`config.mk`:
```
export PLATFORM = sky130hd
export DESIGN_NAME = multicycle_ctrl
export DESIGN_NICKNAME = d
export VERILOG_FILES = /design/src/rtl/multicycle_ctrl.sv
export SDC_FILE = /design/constraint.sdc
export NUM_CORES = 1
export LEC_CHECK = 0
export CAP_MARGIN = 20
export CORE_ASPECT_RATIO = 0.8
export CORE_MARGIN = 4
export CORE_UTILIZATION = 48
export CTS_CLUSTER_DIAMETER = 60
export DETAILED_ROUTE_END_ITERATION = 10
export PLACE_DENSITY = 0.92
export SYNTH_ARGS = -nofsm -noshare
export SYNTH_HDL_FRONTEND = slang
export SYNTH_SLANG_ARGS = --single-unit
```
`constraint.sdc`:
```
create_clock -name clk -period 10.5 [get_ports clk]
set_input_delay 3.15 -clock clk [delete_from_list [all_inputs] [get_ports clk]]
set_output_delay 3.15 -clock clk [all_outputs]
set_load 0.005 [all_outputs]
```
`src/rtl/multicycle_ctrl.sv`:
```
// Multi-cycle control sequencer for the single-bus datapath: variable-length
// instruction flow, memory ready handshakes with timeout, branch resolution, sticky errors.
module multicycle_ctrl #(
  parameter int DATA_W   = 32,
  parameter int OPC_W    = 6,
  parameter int FUNC_W   = 4,
  parameter int WAIT_MAX = 15,
  parameter int CNT_W    = 32,
  parameter int SKIP_WB  = 1
) (
  input  logic              clk,
  input  logic              rst,
  input  logic [OPC_W-1:0]  opcode,
  input  logic [FUNC_W-1:0] func,
  input  logic [DATA_W-1:0] cond_val,
  input  logic              imem_ready,
  input  logic              dmem_ready,
  output logic              LoadPC,
  output logic              PCSel,
  output logic              ReadIM,
  output logic              LoadNPC,
  output logic              LoadIR,
  output logic              ReadRP,
  output logic              WriteRP,
  output logic              LoadA,
  output logic              LoadB,
  output logic              IMMsel,
  output logic              LoadIMM,
  output logic              MUXALU1,
  output logic              MUXALU2,
  output logic              LoadALUOut,
  output logic              ReadDM,
  output logic              WriteDM,
  output logic              LoadLMD,
  output logic              MUXWB,
  output logic [FUNC_W-1:0] ALUFunc,
  output logic [1:0]        MUXMOVE,
  output logic              HALT,
  output logic              illegal,
  output logic [2:0]        state_out,
  output logic [CNT_W-1:0]  instr_count
);

  typedef enum logic [2:0] {
    S_FETCH  = 3'd0,
    S_DECODE = 3'd1,
    S_EXEC   = 3'd2,
    S_MEM    = 3'd3,
    S_WB     = 3'd4,
    S_HALTED = 3'd5,
    S_ERR    = 3'd6
  } state_e;

  state_e           state_q, state_d;
  logic [7:0]       wait_q, wait_d;
  logic [CNT_W-1:0] cnt_q, cnt_d;
  logic             ill_q, ill_d;

  logic is_alu, is_imm, is_ld, is_st, is_br, is_bmi, is_bpl, is_bz;
  logic is_move, is_cmov, is_halt, is_nop, is_legal, is_mem, has_wb;
  logic mem_done, take, wait_hit;

  assign is_alu   = (opcode == OPC_W'(6'b000000));
  assign is_imm   = (opcode[OPC_W-1 -: 2] == 2'b11);
  assign is_ld    = (opcode == OPC_W'(6'b000001));
  assign is_st    = (opcode == OPC_W'(6'b000010));
  assign is_br    = (opcode == OPC_W'(6'b000011));
  assign is_bmi   = (opcode == OPC_W'(6'b000100));
  assign is_bpl   = (opcode == OPC_W'(6'b000101));
  assign is_bz    = (opcode == OPC_W'(6'b000110));
  assign is_move  = (opcode == OPC_W'(6'b000111));
  assign is_cmov  = (opcode == OPC_W'(6'b101010));
  assign is_halt  = (opcode == OPC_W'(6'b001000));
  assign is_nop   = (opcode == OPC_W'(6'b001001));
  assign is_legal = is_alu | is_imm | is_ld | is_st | is_br | is_bmi | is_bpl | is_bz |
                    is_move | is_cmov | is_halt | is_nop;
  assign is_mem   = is_ld | is_st;
  assign has_wb   = is_alu | is_imm | is_ld | is_move | is_cmov;

  assign mem_done = ~is_mem | dmem_ready;
  assign take     = is_br | (is_bmi & cond_val[DATA_W-1]) |
                    (is_bpl & ~cond_val[DATA_W-1]) | (is_bz & (cond_val == '0));
  assign wait_hit = (wait_q == 8'(WAIT_MAX - 1));

  always_ff @(posedge clk) begin
    if (rst) begin
      state_q <= S_FETCH;
      wait_q  <= '0;
      cnt_q   <= '0;
      ill_q   <= 1'b0;
    end else begin
      state_q <= state_d;
      wait_q  <= wait_d;
      cnt_q   <= cnt_d;
      ill_q   <= ill_d;
    end
  end

  always_comb begin
    state_d = state_q;
    wait_d  = wait_q;
    unique case (state_q)
      S_FETCH: begin
        if (imem_ready)    state_d = S_DECODE;
        else if (wait_hit) state_d = S_ERR;
        else               wait_d  = 8'(wait_q + 8'd1);
      end
      S_DECODE: state_d = S_EXEC;
      S_EXEC: begin
        if (!is_legal)    state_d = S_ERR;
        else if (is_halt) state_d = S_HALTED;
        else              state_d = S_MEM;
      end
      S_MEM: begin
        if (mem_done)      state_d = (has_wb || SKIP_WB == 0) ? S_WB : S_FETCH;
        else if (wait_hit) state_d = S_ERR;
        else               wait_d  = 8'(wait_q + 8'd1);
      end
      S_WB:     state_d = S_FETCH;
      S_HALTED: state_d = S_HALTED;
      S_ERR:    state_d = S_ERR;
      default:  state_d = S_ERR;
    endcase
    // the wait budget is per state visit
    if (state_d != state_q) wait_d = '0;
    cnt_d = cnt_q + CNT_W'(LoadPC);
    ill_d = ill_q | (state_d == S_ERR);
  end

  always_comb begin
    LoadPC = 1'b0; PCSel = 1'b0; ReadIM = 1'b0; LoadNPC = 1'b0; LoadIR = 1'b0;
    ReadRP = 1'b0; WriteRP = 1'b0; LoadA = 1'b0; LoadB = 1'b0; IMMsel = 1'b0;
    LoadIMM = 1'b0; MUXALU1 = 1'b0; MUXALU2 = 1'b0; LoadALUOut = 1'b0;
    ReadDM = 1'b0; WriteDM = 1'b0; LoadLMD = 1'b0; MUXWB = 1'b0;
    ALUFunc = '0; MUXMOVE = 2'b00; HALT = 1'b0;
    illegal = 1'b0; state_out = 3'd0; instr_count = '0;
    if (!rst) begin
      illegal     = ill_q;
      state_out   = state_q;
      instr_count = cnt_q;
      case (state_q)
        S_FETCH: begin
          ReadIM  = 1'b1;
          LoadNPC = imem_ready;
        end
        S_DECODE: LoadIR = 1'b1;
        S_EXEC: begin
          if (is_alu) begin
            ReadRP = 1'b1; LoadA = 1'b1; LoadB = 1'b1; LoadALUOut = 1'b1;
            ALUFunc = func;
          end else if (is_imm) begin
            ReadRP = 1'b1; LoadA = 1'b1; LoadIMM = 1'b1; MUXALU2 = 1'b1; LoadALUOut = 1'b1;
            ALUFunc = FUNC_W'(opcode[3:0]);
          end else if (is_mem) begin
            ReadRP = 1'b1; LoadA = 1'b1; LoadB = 1'b1; LoadIMM = 1'b1;
            MUXALU2 = 1'b1; LoadALUOut = 1'b1;
          end else if (is_br) begin
            LoadIMM = 1'b1; IMMsel = 1'b1; MUXALU2 = 1'b1; LoadALUOut = 1'b1;
          end else if (is_bmi || is_bpl || is_bz) begin
            ReadRP = 1'b1; LoadA = 1'b1; LoadIMM = 1'b1;
            MUXALU1 = 1'b1; MUXALU2 = 1'b1; LoadALUOut = 1'b1;
          end else if (is_move) begin
            LoadA = 1'b1;
          end else if (is_cmov) begin
            LoadA = 1'b1; LoadB = 1'b1;
          end
        end
        S_MEM: begin
          ReadDM  = is_ld;
          WriteDM = is_st;
          if (mem_done) begin
            LoadPC  = 1'b1;
            LoadLMD = is_ld;
            PCSel   = take;
          end
        end
        S_WB: begin
          if (is_alu || is_imm) begin
            MUXWB = 1'b1; WriteRP = 1'b1;
          end else if (is_ld) begin
            WriteRP = 1'b1;
          end else if (is_move) begin
            MUXMOVE = 2'b10; WriteRP = 1'b1;
          end else if (is_cmov) begin
            MUXMOVE = 2'b01; WriteRP = 1'b1;
          end
        end
        S_HALTED, S_ERR: HALT = 1'b1;
        default: HALT = 1'b1;
      endcase
    end
  end

endmodule

```
==> impl_metrics.tcl, run 1 <==
set metrics [dict create \
    outcome "complete, no violations" \
    finish.utilization_pct 71.8 \
    arrival_ps 5760 \
    finalNetCount 510 \
    drive_above_1_share_pct 3.90 \
    drt-initial-drc-count 242 \
    grt_pass1_wl_um 13600 \
    drv_slew 0 \
    vias_per_cell 5.58 \
    ctsResizeCount 0 \
    grt_max_degree 47 \
    syn_nets 420 \
    setup_viol 0 \
    rrSetupSlack_ps 7600 \
    synth_ff_type "dfxtp_1" \
    numPortBuffers 106 \
    grt_antenna_before_repair 0 \
    path_cells "clkdlybuf4s50_1 > or4_4 > nor3_1 > a22oi_1 > nor2_1 > clkdlybuf4s50_1" \
    hold_viol_final 0 \
    place.gp.congestion 0.892 \
    wl_per_cell_um 15.1 \
    synth_cells 370 \
    drc 0 \
    synth-warning-count 0 \
    synthMostInstantiatedCell "nor2_1" \
    n_antenna_cell 0 \
    initial_utilization_pct 50.6 \
    grt.total_usage_pct 22.8 \
    routed_wl_um 8160 \
    crit_path_start_kind "primary input" \
    crit_slowest_cell "or4_4" \
    slowest_delay_ps 650 \
    slew_headroom_pct 43.3 \
    power_density_nw_per_um2 96.5 \
    path_delay_family "simple AND/OR/NAND/NOR gates" \
    critPathBufInv 2 \
    htree_levels 2 \
    grt.overflow.total 0 \
    ys_types 50 \
    die_w_um 93.8 \
    p_leak_uw 0.00138 \
    clk_pin_slew_ps 80 \
    ys_seq_elements 44 \
    avgSynthCellArea_um2 7.64 \
    critPathMostFrequentCell "clkdlybuf4s50_1" \
    fmax_mhz 112 \
    die_area_um2 7190 \
    critPathKind "primary input to output port" \
    post-synth-top-area-cell "dfxtp_1" \
    syn_to_final_growth_pct 42.0 \
    core_area_um2 5590 \
    synthTopCellsByCount "nor2_1 (56), dfxtp_1 (44), nor2b_1 (38), xor2_1 (27), nand3_1 (22)" \
    cts_hold_buf 0 \
    required_ps 7350 \
    crit_fanout 12 \
    cts_tree "yes" \
    vdd_drop_max_v 0.0000780 \
    drv_cap 0 \
    clock_skew_ps 3.42 \
    synthTopCellsByArea "dfxtp_1 (31%), nor2b_1 (8.4%), xor2_1 (8.4%)" \
    placedCellCount 531 \
    die_height_um 76.6 \
    synth_edf_count 0 \
    fp-row-count 24 \
    endpoint_kind "output port" \
    grt_pass1_vias 2786 \
    fin_crit_ps 8910 \
    clockBufferDepth 2 \
    cts_buffers 5 \
    postSynth.asyncResetShare_pct 0 \
    drtAntennaViolNets 0 \
    fillers 446 \
    hold_class "flip-flop to flip-flop" \
    syn_area_um2 2830 \
    tightestPinTransition_ps 844 \
    tns_ps 0 \
    period_share_pct 84.8 \
    dp_hpwl_um 6240 \
    yosysTopAreaCellShare_pct 31.2 \
    via_count 3005 \
    ys_seq_area_share_pct 31.2 \
    cts_setup_buffers 0 \
    cts.sinks 44 \
    layout.cells.non_filler 539 \
    firstDrtPassIters 5 \
    clockRootBuffer "clkbuf_8" \
    clock_latency_ps 300 \
    boundaryPins 107 \
    rsz0062_at_grt "no" \
]
-- stage by stage --
| stage | power, uW | cell area, um^2 | hold slack [ps] | setup slack (ps) |
|---|---|---|---|---|
| detailed placement | 250 | 3880 | 495 | 1620 |
| finish | 387 | 4010 | 507 | 1590 |
| global route | 404 | 4010 | 545 | 1420 |
| CTS | 389 | 4010 | 507 | 1620 |
| global placement | 248 | 3880 | 466 | 1720 |
| floorplan | 217 | 2830 | 447 | 2750 |
-- path summary, 6_finish.rpt --
path | end | startpoint | cells past startpoint
max | ALUFunc[2] | opcode[2] | 6
min | cnt_q[29] | cnt_q[29] | 2
max reg2reg | cnt_q[31] | state_q[2] | 8
min reg2reg | cnt_q[29] | cnt_q[29] | 2
-- power breakdown --
part           total, uW  internal (uW)  switching (uW)
Combinational       70.0           36.1            33.9
Sequential           177            170            7.71
Clock                140           83.9            55.9
Total                387            290            97.6
-- placed cells by master (no fill, tap or decap), types with 12 or more instances in the layout --
cell             count
nor4_1              14
dfxtp_1             44
nand3_1             22
nand4_1             12
nand2_1             18
nor3_1              14
clkdlybuf4s50_1    105
nor2_1              56
nor2b_1             38
xor2_1              27
-- sequential cells by signal, summed over array words and instances (netlist names) --
signal,count
cnt_q,32
state_q,3
ill_q,1
wait_q,8
-- final cells by class --
cell class | instances | area (um^2) | share of cell area [%]
flip-flops and latches | 44 | 881 | 22.0
repair buffers | 107 | 1060 | 26.5
inverters | 7 | 26.3 | 0.655
clock buffers | 7 | 96.3 | 2.40
clock inverters | 1 | 30.0 | 0.749
well taps | 78 | 97.6 | 2.43
multi-input cells | 295 | 1820 | 45.3
-- layer usage --
layer	share of wire [%]	routed length, um	GRT usage (%)	up-vias
met4	1.8	144	6.78	0
met2	50	4070	37.6	103
met3	4.7	384	3.95	15
li1	-	-	-	1480
met1	44	3560	30.1	1407
met5	0	0	0	-
-- cell families (layout without fill, tap and decap cells) --
group	after synthesis	in the layout	share of synthesized area, %
simple gates	216	216	41.4
xor+xnor	36	36	11.2
fa+ha+maj	4	4	1.77
flops	44	44	31.2
buf+inv	31	122	4.52
compound gates	39	39	10.0
-- worst min-delay path: stages (launching register included) --
cell and delay, ps:
dfxtp_1 330, o21ai_0 70, a21oi_1 60
Power figures use the tool's default switching activity.
==> run 2, diff against run 1 <==
--- a/config.mk
+++ b/config.mk
@@ -8,10 +8,10 @@
 export CAP_MARGIN = 20
 export CORE_ASPECT_RATIO = 0.8
 export CORE_MARGIN = 4
-export CORE_UTILIZATION = 48
+export CORE_UTILIZATION = 40
 export CTS_CLUSTER_DIAMETER = 60
 export DETAILED_ROUTE_END_ITERATION = 10
-export PLACE_DENSITY = 0.92
+export PLACE_DENSITY = 0.83
 export SYNTH_ARGS = -nofsm -noshare
 export SYNTH_HDL_FRONTEND = slang
 export SYNTH_SLANG_ARGS = --single-unit
==> constraint.sdc (replaced) <==
create_clock -name clk -period 7.3 [get_ports clk]
set_input_delay 2.19 -clock clk [delete_from_list [all_inputs] [get_ports clk]]
set_output_delay 2.19 -clock clk [all_outputs]
set_load 0.005 [all_outputs]
==> run 2 against run 1 <==
Compared with the run above:
- clock skew increased by 8.3 ps
- die area is 18% higher
- sequential power grew 44%
- design area is essentially flat
- highest routed layer unchanged
==> impl_metrics.tcl, run 2 (same netlist as run 1, synthesis figures left out) <==
set metrics [dict create \
    outcome "complete, no violations" \
    grt_antenna_before_repair 0 \
    fmax_mhz 144 \
    cts.sinks 44 \
    cts_hold_buf 0 \
    initial_utilization_pct 41.2 \
    layout.cells.non_filler 551 \
    p_leak_uw 0.00138 \
    cts_setup_buffers 0 \
    grt_pass1_wl_um 14000 \
    wl_per_cell_um 15.4 \
    rr_endpoint "cnt_q[10]" \
    regMostFlops "cnt_q" \
    die_w_um 102 \
    hold_class "flip-flop to flip-flop" \
    postLayoutCellArea_um2 4010 \
    n_antenna_cell 0 \
    largest_register_ffs 32 \
    htree_levels 2 \
    cp-endpoint "ALUFunc[0]" \
    clk_pin_slew_ps 80 \
    ctsResizeCount 0 \
    clock_latency_ps 300 \
    critPathKind "primary input to output port" \
    boundaryPins 107 \
    layout_commonest_cell "clkdlybuf4s50_1" \
    slew_headroom_pct 48.9 \
    drv_cap 0 \
    dp_hpwl_um 6500 \
    drtAntennaViolNets 0 \
    grt_pass1_vias 2788 \
    fillers 627 \
    crit_path_start_kind "primary input" \
    grt.total_usage_pct 19.9 \
    vdd_drop_max_v 0.0000815 \
    power.internal_uw 374 \
    rsz0062_at_grt "no" \
    routed_wl_um 8480 \
    reg2reg_from "state_q[2]" \
    firstDrtPassIters 4 \
    power_density_nw_per_um2 129 \
    hold-worst-slack_ps 490 \
    die_area_um2 8480 \
    drive_above_1_share_pct 4.31 \
    arrival_ps 4730 \
    die_height_um 83.2 \
    place.gp.congestion 0.876 \
    drc 0 \
    power.net_switching_uw 142 \
    syn_to_final_growth_pct 42.0 \
    dpl_cell_area_um2 3920 \
    setup_viol 0 \
    hold_depth 2 \
    vias_per_cell 5.40 \
    total_power_uw 516 \
    top_regs "cnt_q x32, wait_q x8, state_q x3" \
    reg2reg_depth 9 \
    layout_common_cells "clkdlybuf4s50_1 (105), nor2_1 (56), dfxtp_1 (44), nor2b_1 (38), xor2_1 (27)" \
    tightestPinTransition_ps 760 \
    core_area_um2 6860 \
    via_count 2974 \
    combPwrFrac_pct 20.0 \
    fin_crit_ps 6920 \
    crit_fanout 9 \
    grt_max_degree 57 \
    cts_tree "yes" \
    worstSetupStartpoint "opcode[3]" \
    drv_slew 0 \
    required_ps 5110 \
    numPortBuffers 106 \
    cts_buffers 5 \
    finalNetCount 513 \
    clkPwrFrac_pct 30.6 \
    period_share_pct 94.9 \
    grt.overflow.total 0 \
    tns_ps 0 \
    fp-row-count 27 \
    drt-initial-drc-count 166 \
    clockRootBuffer "clkbuf_8" \
    rrSetupSlack_ps 4280 \
    clock_skew_ps 11.7 \
    endpoint_kind "output port" \
    power_frac_seq_pct 49.5 \
    clockBufferDepth 2 \
    hold_viol_final 0 \
    placedCellCount 543 \
    swShare_pct 27.5 \
]
## run 2: changes by cell type in the layout (fill, tap and decap cells not counted)
cell        delta
clkbuf_8       -1
buf_4          +3
clkbuf_1       +1
bufinv_16      -1
clkinvlp_4     +1
## run 2: layout make-up
type                    instances  area [um^2]  area share [%]
repair buffers                110         1090            27.1
inverters                       7         26.3           0.655
clock inverters                 1         7.51           0.187
well taps                      87          109            2.71
clock buffers                   7         86.3            2.15
multi-input cells             295         1820            45.3
flip-flops and latches         44          881            22.0
## run 2: critical path, cell delays in order
cell	delay (ps)
clkdlybuf4s50_1	540
or4_4	640
nor3_1	520
a22oi_1	200
nor2_1	140
clkdlybuf4s50_1	510
## run 2: through the flow
stage	setup slack (ps)	util (%)
6_report	376	58.5
3_5_place_dp	416	57.1
3_3_place_gp	522	57.1
4_1_cts	406	58.5
2_1_floorplan	1470	-
5_1_grt	182	58.5
## run 2: how the worst min path moves through the flow
stage | startpoint | to | slack, ps
after floorplan | wait_q[7] | wait_q[7] | 450
after detailed placement | wait_q[7] | wait_q[7] | 480
after CTS | wait_q[7] | wait_q[7] | 490
after global placement | wait_q[7] | wait_q[7] | 470
final | wait_q[7] | wait_q[7] | 490
after global routing | wait_q[7] | wait_q[7] | 530
## run 2: power groups by stage
stage          clock [uW]  combinational [uW]  sequential (uW)
3_5_place_dp            0                 102              261
2_1_floorplan           0                58.3              254
6_report              158                 103              255
5_1_grt               171                 112              256
4_1_cts               161                 103              255
3_3_place_gp            0                98.5              260
## run 2: metal layers
| metal | global-route usage [%] | wire length, um | vias up | share of wire, % |
|---|---|---|---|---|
| met2 | 33.4 | 4380 | 73 | 52 |
| met5 | 0 | 0 | - | 0 |
| met3 | 2.94 | 349 | 14 | 4.1 |
| li1 | - | - | 1485 | - |
| met1 | 26.7 | 3610 | 1402 | 43 |
| met4 | 4.77 | 143 | 0 | 1.7 |
==> run 3, diff against run 2 <==
--- a/config.mk
+++ b/config.mk
@@ -9,8 +9,10 @@
 export CORE_ASPECT_RATIO = 0.8
 export CORE_MARGIN = 4
 export CORE_UTILIZATION = 40
+export CTS_BUF_LIST = sky130_fd_sc_hd__clkbuf_4 sky130_fd_sc_hd__clkbuf_8 sky130_fd_sc_hd__clkbuf_16
 export CTS_CLUSTER_DIAMETER = 60
 export DETAILED_ROUTE_END_ITERATION = 10
+export HOLD_SLACK_MARGIN = 0.05
 export PLACE_DENSITY = 0.83
 export SYNTH_ARGS = -nofsm -noshare
 export SYNTH_HDL_FRONTEND = slang
==> run 3 against run 2 <==
Compared with the run above:
- hold slack got worse by 1.7 ps
- worst setup slack got worse by 2.1 ps
- design area is essentially flat
- maximum frequency hardly changed
- wire length shrank 0.25%
- total power increased by 0.81%
- count of clock-buffer cells in the layout did not move
- register-to-register slack is essentially flat
- clock skew shrank 0.52 ps
- largest cell class unchanged
==> impl_metrics.tcl, run 3 (same netlist as run 1, synthesis figures left out) <==
set metrics [dict create \
    rr_endpoint "cnt_q[10]" \
    cts_setup_buffers 0 \
    endpoint_kind "output port" \
    reg2reg_depth 9 \
    crit_fanout 9 \
    regMostFlops "cnt_q" \
    boundaryPins 107 \
    outcome "complete, no violations" \
    dpl_cell_area_um2 3920 \
    clk_pin_slew_ps 80 \
    hold_viol_final 0 \
    drv_slew 0 \
    cts_tree "yes" \
    layout_common_cells "clkdlybuf4s50_1 (105), nor2_1 (56), dfxtp_1 (44), nor2b_1 (38), xor2_1 (27)" \
    crit_path_start_kind "primary input" \
    p_leak_uw 0.00138 \
    seq_area_um2 881 \
    via_count 2962 \
    timing.final.ws_setup_ps 374 \
    finalNetCount 513 \
    htree_levels 2 \
    drtAntennaViolNets 0 \
    rsz0062_at_grt "no" \
    fmax_mhz 144 \
    syn_to_final_growth_pct 42.2 \
    worstSetupStartpoint "opcode[3]" \
    tightestPinTransition_ps 746 \
    postLayoutCellArea_um2 4020 \
    initial_utilization_pct 41.2 \
    cts.sinks 44 \
    total_power_uw 520 \
    reg2reg_from "state_q[2]" \
    firstDrtPassIters 5 \
    numPortBuffers 106 \
    setup_viol 0 \
    period_share_pct 94.9 \
    drc 0 \
    layout_commonest_cell "clkdlybuf4s50_1" \
    rrSetupSlack_ps 4270 \
    largest_register_ffs 32 \
    hold-worst-slack_ps 488 \
    wl_per_cell_um 15.4 \
    grt.total_usage_pct 19.9 \
    vias_per_cell 5.38 \
    die_height_um 83.2 \
    ctsResizeCount 0 \
    clock_latency_ps 300 \
    power_density_nw_per_um2 129 \
    fin_crit_ps 6930 \
    critPathKind "primary input to output port" \
    place.gp.congestion 0.876 \
    drv_cap 0 \
    fillers 625 \
    clockRootBuffer "clkbuf_8" \
    slew_headroom_pct 49.9 \
    grt_antenna_before_repair 0 \
    grt.overflow.total 0 \
    hold_class "flip-flop to flip-flop" \
    place_ws_ps 416 \
    tns_ps 0 \
    grt_max_degree 57 \
    die_area_um2 8480 \
    grt_pass1_vias 2788 \
    fp-row-count 27 \
    cts_hold_buf 0 \
    top_regs "cnt_q x32, wait_q x8, state_q x3" \
    drive_above_1_share_pct 4.53 \
    routed_wl_um 8460 \
    drt-initial-drc-count 166 \
    clock_skew_ps 11.2 \
    cts_buffers 5 \
    clockBufferDepth 2 \
    dp_hpwl_um 6500 \
    core_area_um2 6860 \
    multiInputGateArea_um2 1820 \
    grt_pass1_wl_um 14000 \
    arrival_ps 4740 \
    cp-endpoint "ALUFunc[0]" \
    n_antenna_cell 0 \
    vdd_drop_max_v 0.0000819 \
    die_w_um 102 \
    required_ps 5110 \
]
==> run 3: cell type report <==
cell class / instances / area share [%]
multi-input cells: 295 / 45.2
inverters: 7 / 0.654
clock buffers: 7 / 2.24
well taps: 87 / 2.71
repair buffers: 110 / 27.0
flip-flops and latches: 44 / 21.9
clock inverters: 1 / 0.187
==> run 3: worst min path at each step <==
stage | to | cells after the start | start
2_1_floorplan | wait_q[7] | 2 | wait_q[7]
3_3_place_gp | wait_q[7] | 2 | wait_q[7]
3_5_place_dp | wait_q[7] | 2 | wait_q[7]
4_1_cts | wait_q[7] | 2 | wait_q[7]
5_1_grt | wait_q[7] | 2 | wait_q[7]
6_report | wait_q[7] | 2 | wait_q[7]
==> run 3: metal layers <==
metal  wire [um]  global-route usage [%]  vias up
li1            -                       -     1486
met1        3630                    26.7     1398
met4         143                    4.77        0
met5           0                       0        -
met2        4380                    33.4       64
met3         306                    2.94       14
==> run 3: report_power, final <==
part	internal [uW]	total (uW)	switching, uW
registers	244	255	11.1
clock network	80.7	162	81.1
logic	53.0	103	50.1
total	378	520	142
==> run 3: per-stage QoR <==
step | utilization (%) | cells
after floorplan | - | 370
after global placement | 57.1 | 543
after detailed placement | 57.1 | 543
after CTS | 58.6 | 551
after global routing | 58.6 | 551
final | 58.6 | 551
==> run 3: critical path: stages <==
cell and delay [ps]:
clkdlybuf4s50_1 540, or4_4 640, nor3_1 520, a22oi_1 200
nor2_1 140, clkdlybuf4s50_1 510
